<file path="config.mk">
export PLATFORM = sky130hd
export DESIGN_NAME = fpga_ps_config_ctrl
export DESIGN_NICKNAME = d
export VERILOG_FILES = /design/src/rtl/fpga_ps_config_ctrl.sv
export SDC_FILE = /design/constraint.sdc
export NUM_CORES = 1
export LEC_CHECK = 0
export CORE_ASPECT_RATIO = 1.25
export CORE_MARGIN = 2
export CORE_UTILIZATION = 40
export DETAILED_ROUTE_END_ITERATION = 6
export PLACE_DENSITY = 0.68
export SYNTH_ARGS = -nofsm -noshare
export SYNTH_HDL_FRONTEND = slang
export SYNTH_SLANG_ARGS = --single-unit
</file>
<file path="constraint.sdc">
create_clock -name clkin -period 4.2 [get_ports clkin]
set_input_delay 0.84 -clock clkin [delete_from_list [all_inputs] [get_ports clkin]]
set_output_delay 0.84 -clock clkin [all_outputs]
set_load 0.005 [all_outputs]
</file>
<file path="src/rtl/fpga_ps_config_ctrl.sv">
// Passive-serial configuration sequencer for the sound FPGA: nCONFIG/nSTATUS handshake,
// LSB-first byte serialisation on dclk/data0, trailing clocks and INIT_DONE tracking.
module fpga_ps_config_ctrl #(
   parameter int CFG_LOW_CYCLES = 8,
   parameter int STATUS_TIMEOUT = 50000,
   parameter int EXTRA_DCLKS    = 10,
   parameter int INIT_TIMEOUT   = 60000
) (
   input  logic       clkin,
   input  logic       coldres_n,
   input  logic       start,
   input  logic       abort,
   input  logic [7:0] byte_data,
   input  logic       byte_valid,
   output logic       byte_ready,
   output logic       config_n,
   input  logic       status_n,
   input  logic       conf_done,
   input  logic       init_done,
   output logic       dclk,
   output logic       data0,
   output logic       busy,
   output logic       done,
   output logic       error,
   output logic [1:0] err_code
);

   typedef enum logic [3:0] {
      ST_IDLE,
      ST_CFG_LOW,
      ST_WAIT_ST_HI,
      ST_WAIT_BYTE,
      ST_SHIFT,
      ST_CHECK,
      ST_TRAIL,
      ST_WAIT_INIT,
      ST_DONE,
      ST_ERR
   } state_t;

   localparam logic [15:0] LOW_LAST   = 16'(CFG_LOW_CYCLES - 1);
   localparam logic [15:0] ST_LAST    = 16'(STATUS_TIMEOUT - 1);
   localparam logic [15:0] INIT_LAST  = 16'(INIT_TIMEOUT - 1);
   localparam logic [7:0]  TRAIL_LAST = 8'(EXTRA_DCLKS - 1);

   // Synchroniser reset values: nSTATUS idles high, CONF_DONE/INIT_DONE idle low.
   localparam logic [2:0]  SYNC_INIT  = 3'b001;

   logic [2:0] sync_in;
   logic [2:0] sync_bits;
   logic       status_sync;
   logic       conf_sync;
   logic       init_sync;

   assign sync_in = {init_done, conf_done, status_n};

   genvar gi;
   generate
      for (gi = 0; gi < 3; gi++) begin : g_sync
         logic meta_reg;
         logic stable_reg;
         always_ff @(posedge clkin or negedge coldres_n) begin
            if (!coldres_n) begin
               meta_reg   <= SYNC_INIT[gi];
               stable_reg <= SYNC_INIT[gi];
            end else begin
               meta_reg   <= sync_in[gi];
               stable_reg <= meta_reg;
            end
         end
         assign sync_bits[gi] = stable_reg;
      end
   endgenerate

   assign status_sync = sync_bits[0];
   assign conf_sync   = sync_bits[1];
   assign init_sync   = sync_bits[2];

   state_t      state_reg, state_next;
   logic [15:0] cnt_reg, cnt_next;
   logic [2:0]  bit_idx_reg, bit_idx_next;
   logic        phase_reg, phase_next;
   logic [7:0]  trail_reg, trail_next;
   logic [7:0]  byte_reg, byte_next;
   logic [1:0]  err_code_reg, err_code_next;

   logic config_n_reg, config_n_next;
   logic dclk_reg, dclk_next;
   logic data0_reg, data0_next;
   logic byte_ready_reg, byte_ready_next;
   logic busy_reg, busy_next;
   logic done_reg, done_next;
   logic error_reg, error_next;

   always_ff @(posedge clkin or negedge coldres_n) begin
      if (!coldres_n) begin
         state_reg      <= ST_IDLE;
         cnt_reg        <= '0;
         bit_idx_reg    <= '0;
         phase_reg      <= 1'b0;
         trail_reg      <= '0;
         byte_reg       <= '0;
         err_code_reg   <= 2'b00;
         config_n_reg   <= 1'b1;
         dclk_reg       <= 1'b0;
         data0_reg      <= 1'b0;
         byte_ready_reg <= 1'b0;
         busy_reg       <= 1'b0;
         done_reg       <= 1'b0;
         error_reg      <= 1'b0;
      end else begin
         state_reg      <= state_next;
         cnt_reg        <= cnt_next;
         bit_idx_reg    <= bit_idx_next;
         phase_reg      <= phase_next;
         trail_reg      <= trail_next;
         byte_reg       <= byte_next;
         err_code_reg   <= err_code_next;
         config_n_reg   <= config_n_next;
         dclk_reg       <= dclk_next;
         data0_reg      <= data0_next;
         byte_ready_reg <= byte_ready_next;
         busy_reg       <= busy_next;
         done_reg       <= done_next;
         error_reg      <= error_next;
      end
   end

   always_comb begin
      state_next    = state_reg;
      cnt_next      = cnt_reg;
      bit_idx_next  = bit_idx_reg;
      phase_next    = phase_reg;
      trail_next    = trail_reg;
      byte_next     = byte_reg;
      err_code_next = err_code_reg;

      case (state_reg)
         ST_IDLE, ST_DONE, ST_ERR: begin
            if (start) begin
               state_next    = ST_CFG_LOW;
               err_code_next = 2'b00;
            end
         end
         ST_CFG_LOW: begin
            cnt_next = cnt_reg + 16'd1;
            if (cnt_reg >= LOW_LAST && !status_sync) begin
               state_next = ST_WAIT_ST_HI;
            end else if (cnt_reg >= ST_LAST) begin
               state_next    = ST_ERR;
               err_code_next = 2'b01;
            end
         end
         ST_WAIT_ST_HI: begin
            cnt_next = cnt_reg + 16'd1;
            if (status_sync) begin
               state_next = ST_WAIT_BYTE;
            end else if (cnt_reg >= ST_LAST) begin
               state_next    = ST_ERR;
               err_code_next = 2'b01;
            end
         end
         ST_WAIT_BYTE: begin
            if (byte_valid && byte_ready_reg) begin
               byte_next    = byte_data;
               bit_idx_next = 3'd0;
               phase_next   = 1'b0;
               state_next   = ST_SHIFT;
            end
         end
         ST_SHIFT: begin
            phase_next = ~phase_reg;
            if (phase_reg) begin
               if (bit_idx_reg == 3'd7) begin
                  state_next = ST_CHECK;
               end else begin
                  bit_idx_next = bit_idx_reg + 3'd1;
               end
            end
         end
         ST_CHECK: begin
            // A CRC failure reported on nSTATUS outranks CONF_DONE.
            if (!status_sync) begin
               state_next    = ST_ERR;
               err_code_next = 2'b10;
            end else if (conf_sync) begin
               state_next = ST_TRAIL;
               trail_next = '0;
               phase_next = 1'b0;
            end else begin
               state_next = ST_WAIT_BYTE;
            end
         end
         ST_TRAIL: begin
            phase_next = ~phase_reg;
            if (phase_reg) begin
               if (trail_reg == TRAIL_LAST) begin
                  state_next = ST_WAIT_INIT;
               end else begin
                  trail_next = trail_reg + 8'd1;
               end
            end
         end
         ST_WAIT_INIT: begin
            cnt_next = cnt_reg + 16'd1;
            if (init_sync) begin
               state_next = ST_DONE;
            end else if (cnt_reg >= INIT_LAST) begin
               state_next    = ST_ERR;
               err_code_next = 2'b11;
            end
         end
         default: begin
            state_next = ST_IDLE;
         end
      endcase

      if (abort) begin
         state_next    = ST_IDLE;
         err_code_next = 2'b00;
      end

      // Every timed state starts counting from zero.
      if (state_next != state_reg) begin
         cnt_next = '0;
      end
   end

   // Outputs are decoded from the next state and registered, so dclk cannot glitch.
   always_comb begin
      config_n_next   = (state_next != ST_CFG_LOW);
      dclk_next       = 1'b0;
      data0_next      = 1'b0;
      byte_ready_next = (state_next == ST_WAIT_BYTE);
      busy_next       = !(state_next == ST_IDLE || state_next == ST_DONE ||
                          state_next == ST_ERR);
      done_next       = (state_next == ST_DONE);
      error_next      = (state_next == ST_ERR);
      case (state_next)
         ST_SHIFT: begin
            dclk_next  = phase_next;
            data0_next = byte_next[bit_idx_next];
         end
         ST_TRAIL: begin
            dclk_next  = phase_next;
            data0_next = 1'b1;
         end
         default: begin
            dclk_next  = 1'b0;
            data0_next = 1'b0;
         end
      endcase
   end

   assign config_n   = config_n_reg;
   assign dclk       = dclk_reg;
   assign data0      = data0_reg;
   assign byte_ready = byte_ready_reg;
   assign busy       = busy_reg;
   assign done       = done_reg;
   assign error      = error_reg;
   assign err_code   = err_code_reg;

endmodule

</file>
### Yosys cells after proc, flatten, opt, wreduce, memory -nomap -nowiden

Index checks and enable logic that the tools add are counted.

* logic and storage cells: 118
* input bits: 16
* bits in registers: 55

* order comparisons: 4
* equal/unequal tests: 28
* add/subtract/negate cells: 3
* mux-type cells: 45
* bitwise operators: 1
* reductions and logical operators: 17

Operator list (count)
* 4-bit two-way mux: 13
* 8-bit two-way mux: 6
* 16-bit greater-or-equal comparator, second input constant: 2
* 16-bit two-way mux: 2
* 4-bit one-hot mux with 8 select lines: 1
* 4-bit by 3-bit == test with 1-bit output, second input constant: 6
* 3-bit != test, second input constant: 6
* 16-bit by 1-bit adder with 16-bit output, second input constant: 1
* 4-bit == test, second input constant: 4
* 16-bit by 3-bit greater-or-equal comparator with 1-bit output, second input constant: 1
* 2-bit two-way mux: 8
* 8-bit one-hot mux with 2 select lines: 1
* 4-bit by 2-bit == test with 1-bit output, second input constant: 3
* 3-bit two-way mux: 4
* 2-bit one-hot mux with 5 select lines: 1
* 8-bit by 1-bit adder with 8-bit output, second input constant: 1
* 8-bit by 4-bit == test with 1-bit output, second input constant: 1
* 4-bit zero test: 2
* 2-bit != test, second input constant: 4
* 7-bit AND reduction: 1
* 3-bit one-hot mux with 2 select lines: 1
* 6-bit nonzero test: 1
* 3-bit OR reduction: 2
* 1-bit two-way mux: 5
* 16 further kinds: 21

### Depth between registers and ports, before layout

Gate-level depths: netlist of run 1.

* word-level depth: 9
* depth in mapped cells: 9
* depth with buffers taken out: 8

### Least setup slack after synthesis of run 1

OpenSTA, ideal clock, no wires.

* path kind: reg-to-reg
* from: register cnt_reg[0]
* to: register cnt_reg[10]
* stages on the path, launching flop included: 9
* buffers on the path: 1
* arrival: 2.130 ns
* data required time: 4.074 ns
* library setup time: 0.126 ns
* path slack: 1.944 ns
* clock period less this slack: 2.256 ns
* cells stage by stage: dfrtp_1 > ha_1 > nand3_1 > a2111o_1 > a211oi_2 > o21ai_2 > a311oi_4 > buf_6 > nor4_1

* longest elaborated chain between the ends: 7
* elaborated cells between the ends (all ways): 16

RTL lines
* start: declaration: RTL line 80 `logic [15:0] cnt_reg, cnt_next;`
* start signal: assignment: RTL line 113 `cnt_reg <= cnt_next;`
* 16-bit greater-or-equal comparator, or another cell as far along: RTL line 208 `end else if (cnt_reg >= INIT_LAST) begin`
* 4-bit two-way mux, or another cell as far along: RTL line 208
* 4-bit two-way mux, on equally long branches: RTL line 206, 147, 156
* 4-bit one-hot mux with 8 select lines: RTL line 138 `case (state_reg)`
* 4-bit two-way mux: RTL line 218 `if (abort) begin`
* 4-bit != test: RTL line 224 `if (state_next != state_reg) begin`
* 16-bit two-way mux / 2-bit nonzero test (equally long branches)

Parallel ways exist; a longest one is shown, timed or not. The select of a mux whose other input is x is not followed.
A chain may end at the register's enable or synchronous reset.

### Final worst setup path of run 1

* from: register state_reg[1]
* to: register cnt_reg[1]

* longest elaborated chain between the ends: 6
* elaborated cells between the ends (all ways): 28

RTL lines
* start: declaration: RTL line 79 `state_t state_reg, state_next;`
* start signal: assignment: RTL line 112 `state_reg <= state_next;`
* 4-bit == test, or another cell as far along: RTL line 138
* 3-bit OR reduction, or another cell as far along: RTL line 138
* 4-bit one-hot mux with 8 select lines: RTL line 138
* 4-bit two-way mux: RTL line 218
* 4-bit != test: RTL line 224
* 16-bit two-way mux / 2-bit nonzero test (equally long branches)

Parallel ways exist; a longest one is shown, timed or not.

==> run summary, run 1 <==
final instance area = 3760 um2
Post-CTS Resized = 0
IO Count = 25
Worst Tran Pin Value = 0.886 ns
number of global-route vias before repair = 2800
Final setup violation count = 0
Chip Height = 107 um
Reg2Reg Depth = 5
first-pass GRT wire length = 13300 um
post-synthesis async set-or-reset flop share = 1.00
Critical Path Start Type = flop
critical path data arrival time = 3.09 ns
H-tree Lvls = 2
Starting Density = 0.412
Final Hold Viols = 0
CP delay by family, top = simple AND/OR/NAND/NOR gates
cell depth of the worst setup path = 5
die area = 9240 um2
Rel. slew slack = 0.409
DR top layer = met4
PD cells = 273 nW/um2
CTS Hold Bufs = 0
DP HPWL = 5460 um
Worst Path Buf+Inv = 0
initial antenna violation count = 0
ranking of synthesized cells by area = dfrtp_1 38%, nand2_1 5.2%, xnor2_1 3.4%, nor4_1 3.1%, mux2_2 3.0%
peak supply drop = 0.230 mV
drt total wl = 7600 um
Clock Tree Root = clkbuf_8
share of cells above drive strength 1 = 0.123
post-layout util = 0.457
Cell Rows = 37
pin count of the biggest net entering global routing = 56
Placer Congestion = 0.844
Post-synth top cells = 52 x dfrtp_1, 47 x nand2_1, 27 x nor2_1, 17 x nor4_1
Hold Startpoint = g_sync[2].meta_reg
Antenna Nets Post-Route = 0
total negative setup slack = 0 ns
diode count = 0
TritonCTS Sinks = 55
max incr delay on CP = 0.81 ns
syn_area_per_cell = 9.43 um2
fin nets = 395
max reg flops = 16
Port Buffers = 24
Skew-Pair Late Insertion Delay = 0.33 ns
residual DRC count = 0
final period utilization = 0.695
gr ovfl total = 0
CP required = 4.37 ns
Core ar. = 8240 um2
cells after synthesis = 360
Ys Warns = 0
die width = 86.4 um
number of CTS-inserted buffers = 5
critical path class = flop to flop
hold depth = 0
# fillers = 798
worst min path class = flop to flop
area delta synth->final = 10.9%
area leader, netlist = dfrtp_1
Yosys top cell area share = 0.383
skew final = 0.0107 ns
Post-CTS Setup Repair Bufs = 0
DR WL met2 = 3910 um
run status = complete, no violations
clock-pin slew on the worst setup and hold paths = 0.10 ns
Pre-antenna DRT Iters = 4
number of flops mapped to enable cells by yosys = 0
DR vias/cell = 5.79
hold slack final = 0.357 ns
Critical Path Sink Type = flop
DR WL/cell = 16.1 um
Post-DP Area = 3640 um2
static leakage = 1.63 nW
Max Cap Violations = 0
area of the mapped netlist = 3390 um2
Mapped Nets = 381
via count = 2733
synth unique cells = 75
Crit. Startpoint = state_reg[1]
synthesized flop and latch total = 55
count leader, synth = dfrtp_1
crit-path max FO = 22
initial DRC count = 133
GRT Overall Usage = 0.179
clock buffer depth = 2
ys flop type = dfrtp_1
CTS tree = yes
post-layout min period = 2.92 ns
Slew Limit Fails = 0
Peak Freq = 0.342 GHz
CP max stage cell = dfrtp_1
Seq/Total Area, Yosys = 0.407
Met1 Wirelength = 3200 um
Critical R2R Launch = state_reg[1]
routed wl met3 = 242 um
CP cell instances = and4bb_2 -> nor2b_1 -> a211oi_1 -> a22oi_2 -> nor4_1
RSZ-0062 raised after global routing = false
==> placed cells by master (no fill, tap or decap), types with 4 or more instances in the layout <==
cell type,count
nand2_1,47
ha_1,5
nand3_1,8
xnor2_1,13
nand4b_1,4
xor2_1,10
inv_1,13
clkbuf_8,6
nor3_1,12
nor2_1,27
nor4_2,4
a21oi_1,12
o21ai_0,12
and3_1,7
nand4_1,9
clkdlybuf4s50_1,23
mux2_2,9
a31oi_1,5
dfrtp_1,52
nor4_1,17
==> report_power, final <==
part / total, mW / internal (mW) / switching, mW / leakage [nW]
Sequential: 0.561 / 0.543 / 0.0177 / 0.737
Combinational: 0.0976 / 0.0416 / 0.0560 / 0.832
Clock: 0.370 / 0.193 / 0.177 / 0.0612
Total: 1.03 / 0.778 / 0.251 / 1.63
==> cell type report <==
class | instances | area (um2) | share of cell area
Multi-Input combinational cell | 274 | 1850 | 0.492
Timing Repair Buffer | 25 | 243 | 0.0645
Clock buffer | 6 | 82.6 | 0.0219
Clock inverter | 2 | 35.0 | 0.00931
Tap cell | 97 | 121 | 0.0323
Inverter | 13 | 48.8 | 0.0130
Sequential cell | 55 | 1380 | 0.367
==> cell families (layout without fill, tap and decap cells) <==
family / Yosys count / count (layout) / synth area share
compound gates: 69 / 69 / 0.157
xor+xnor: 23 / 23 / 0.0594
fa+ha+maj: 5 / 5 / 0.0184
buf+inv: 31 / 46 / 0.0476
flops: 55 / 55 / 0.407
mux: 13 / 13 / 0.0454
simple gates: 164 / 164 / 0.265
==> layer usage <==
| metal | up-vias | global-route usage |
|---|---|---|
| li1 | 1343 | - |
| met1 | 1319 | 0.220 |
| met2 | 52 | 0.299 |
| met3 | 19 | 0.0346 |
| met4 | 0 | 0.0826 |
| met5 | - | 0 |
==> metrics by stage <==
step	worst slack (ns)	cells	total power, mW
2_1_floorplan	1.94	360	0.627
3_3_place_gp	1.07	464	0.667
3_5_place_dp	0.974	464	0.670
4_1_cts	1.26	472	1.04
5_1_grt	1.02	472	1.08
6_report	1.28	472	1.03
==> path summary, 6_finish.rpt <==
check,endpoint,slack (ns)
setup / recovery,cnt_reg[1],1.28
hold reg to reg,g_sync[2].stable_reg,0.36
hold / removal,g_sync[2].stable_reg,0.36
setup reg to reg,cnt_reg[1],1.28
min in group asynchronous,cnt_reg[8],0.61
max in group asynchronous,trail_reg[3],3.09
(Power assumes the default switching activity.)
==> run 2, diff against run 1 <==
- PLACE_DENSITY: 0.68 -> 0.7
- clock period: 4.2 -> 2.5 ns (I/O delays scaled with it)
==> run 2 against run 1 <==
Net effect:
- hold slack lost 0.22 ns
- sequential cell count is the same
- critical path type unchanged
- sequential share of layout area shrank 1.9 points
- largest cell class unchanged
- highest routed layer unchanged
==> run summary, run 2 (synthesis results as in run 1) <==
PD cells = 425 nW/um2 (+55%)
CTS tree = yes
Critical Path Sink Type = flop
total negative setup slack = 0 ns (unchanged)
number of CTS-inserted buffers = 5 (unchanged)
residual DRC count = 0 (unchanged)
drt total wl = 7830 um (+3.0%)
Starting Density = 0.412 (unchanged)
first-pass GRT wire length = 13600 um (+2.5%)
Pre-antenna DRT Iters = 6 (+2)
critical path data arrival time = 2.59 ns (-0.50 ns)
Met1 Wirelength = 3290 um (+2.7%)
Core ar. = 8240 um2 (unchanged)
TritonCTS Sinks = 55 (unchanged)
Skew-Pair Late Insertion Delay = 0.32 ns (about the same)
static leakage = 1.75 nW (+7.1%)
worst min path class = primary input to asynchronous set/reset pin
DR vias/cell = 5.88 (+1.5%)
placed insts = 483 (+4.1%)
DR WL/cell = 15.9 um (-1.4%)
die width = 86.4 um (unchanged)
gr ovfl total = 0 (unchanged)
GRT Overall Usage = 0.181 (+0.00192)
Antenna Nets Post-Route = 0 (unchanged)
Slew Limit Fails = 0 (unchanged)
max reg flops = 16 (unchanged)
fin nets = 416 (+5.3%)
Post-Layout Cell Count = 493 (+4.4%)
clock-pin slew on the worst setup and hold paths = 0.11 ns (about the same)
pin count of the biggest net entering global routing = 56 (unchanged)
DP HPWL = 5630 um (+3.2%)
DR top layer = met4
Worst Tran Pin Value = 0.494 ns (-0.393 ns)
CP required = 2.71 ns (-1.66 ns)
Port Buffers = 24 (unchanged)
Final Hold Viols = 0 (unchanged)
share of cells above drive strength 1 = 0.174 (+0.0516)
H-tree Lvls = 2 (unchanged)
CP max stage cell = a2111o_1
Max Cap Violations = 0 (unchanged)
Chip Height = 107 um (unchanged)
clock buffer depth = 2 (unchanged)
Peak Freq = 0.420 GHz (+23%)
R2R Setup Slk = 0.12 ns (-1.16 ns)
run status = complete, no violations
diode count = 0 (unchanged)
max incr delay on CP = 0.45 ns (-0.36 ns)
Placer Congestion = 0.925 (+9.6%)
CP cell instances = ha_1 -> nand3_1 -> a2111o_1 -> a211oi_2 -> o21a_1 -> a311oi_4 -> buf_12 -> nor4_1
Clock Tree Root = clkbuf_8
Critical R2R Launch = cnt_reg[0]
final period utilization = 0.953 (+0.258)
Cell Rows = 37 (unchanged)
R2R Path End = cnt_reg[6]
commonest non-fill, non-tap cell in the layout = dfrtp_1
commonest cells after routing, fill and taps aside = 51 x dfrtp_1, 47 x nand2_1, 27 x nor2_1
Reg2Reg Depth = 8 (+3)
Rel. slew slack = 0.668 (+0.259)
Critical Path Start Type = flop
via count = 2897 (+6.0%)
die area = 9240 um2 (unchanged)
peak supply drop = 0.307 mV (+33%)
skew final = 0.0118 ns (+0.00108 ns)
CTS Hold Bufs = 0 (unchanged)
RSZ-0062 raised after global routing = false
hold slack final = 0.136 ns (-0.220 ns)
critical path class = flop to flop
routed wl met3 = 316 um (+31%)
post-layout min period = 2.38 ns (-0.538 ns)
number of global-route vias before repair = 2876 (+2.7%)
Final setup violation count = 0 (unchanged)
crit-path max FO = 16 (-27%)
initial antenna violation count = 0 (unchanged)
initial DRC count = 112 (-16%)
# fillers = 784 (-1.8%)
IO Count = 25 (unchanged)
DR WL met2 = 3990 um (+2.1%)
area delta synth->final = 17.1%
==> run 2: layout make-up <==
type	count	area [um2]	share of cell area
inverter	13	48.8	0.0123
clock inverter	2	20.0	0.00504
clock buffer	6	82.6	0.0208
multi-input combinational	274	1860	0.467
tap	97	121	0.0305
timing repair buffer	46	463	0.116
sequential	55	1380	0.347
==> run 2: timing repair <==
action	CTS	global route
resized for setup	0	2
endpoints found under the setup margin	0	16
buffers inserted	0	2
hold endpoints to repair	0	0
==> run 2: how the worst max path moves through the flow <==
stage / slack, ns / start / cells after the start / endpoint
CTS: 0.06 / cnt_reg[0] / 8 / cnt_reg[13]
global placement: 0.09 / byte_valid / 8 / data0
floorplan: 0.24 / cnt_reg[0] / 8 / cnt_reg[10]
global route: 0.01 / cnt_reg[0] / 8 / cnt_reg[6]
detailed placement: 0.04 / byte_valid / 8 / data0
finish: 0.12 / cnt_reg[0] / 8 / cnt_reg[6]
==> run 2: power breakdown <==
| part | total [mW] | internal [mW] | leakage, nW | switching, mW |
|---|---|---|---|---|
| combinational | 0.192 | 0.0882 | 0.957 | 0.104 |
| clock | 0.558 | 0.235 | 0.0533 | 0.323 |
| sequential | 0.938 | 0.914 | 0.735 | 0.0246 |
| total | 1.69 | 1.24 | 1.75 | 0.452 |
==> run 2: routing by layer <==
| metal | vias up | global-route usage |
|---|---|---|
| met2 | 83 | 0.316 |
| met1 | 1404 | 0.226 |
| met3 | 22 | 0.0254 |
| met5 | - | 0 |
| met4 | 0 | 0.0614 |
| li1 | 1388 | - |
==> run 2: critical path, delay by kind of cell, from the launching register on <==
family	cells	cell delay, ns
adder cells (fa/ha/maj)	1	0.23
AO/OA/AOI/OAI	4	1.02
flip-flops	1	0.42
buffers and inverters	1	0.17
AND/OR/NAND/NOR	2	0.43
==> run 2: stage by stage <==
stage               power [mW]  area, um2   util  worst slack, ns
finish                    1.69       3980  0.482            0.117
global route              1.76       3980  0.482           0.0101
CTS                       1.70       3950  0.480           0.0583
detailed placement        1.14       3850  0.467           0.0437
global placement          1.14       3850  0.467           0.0899
floorplan                 1.05       3390      -            0.244
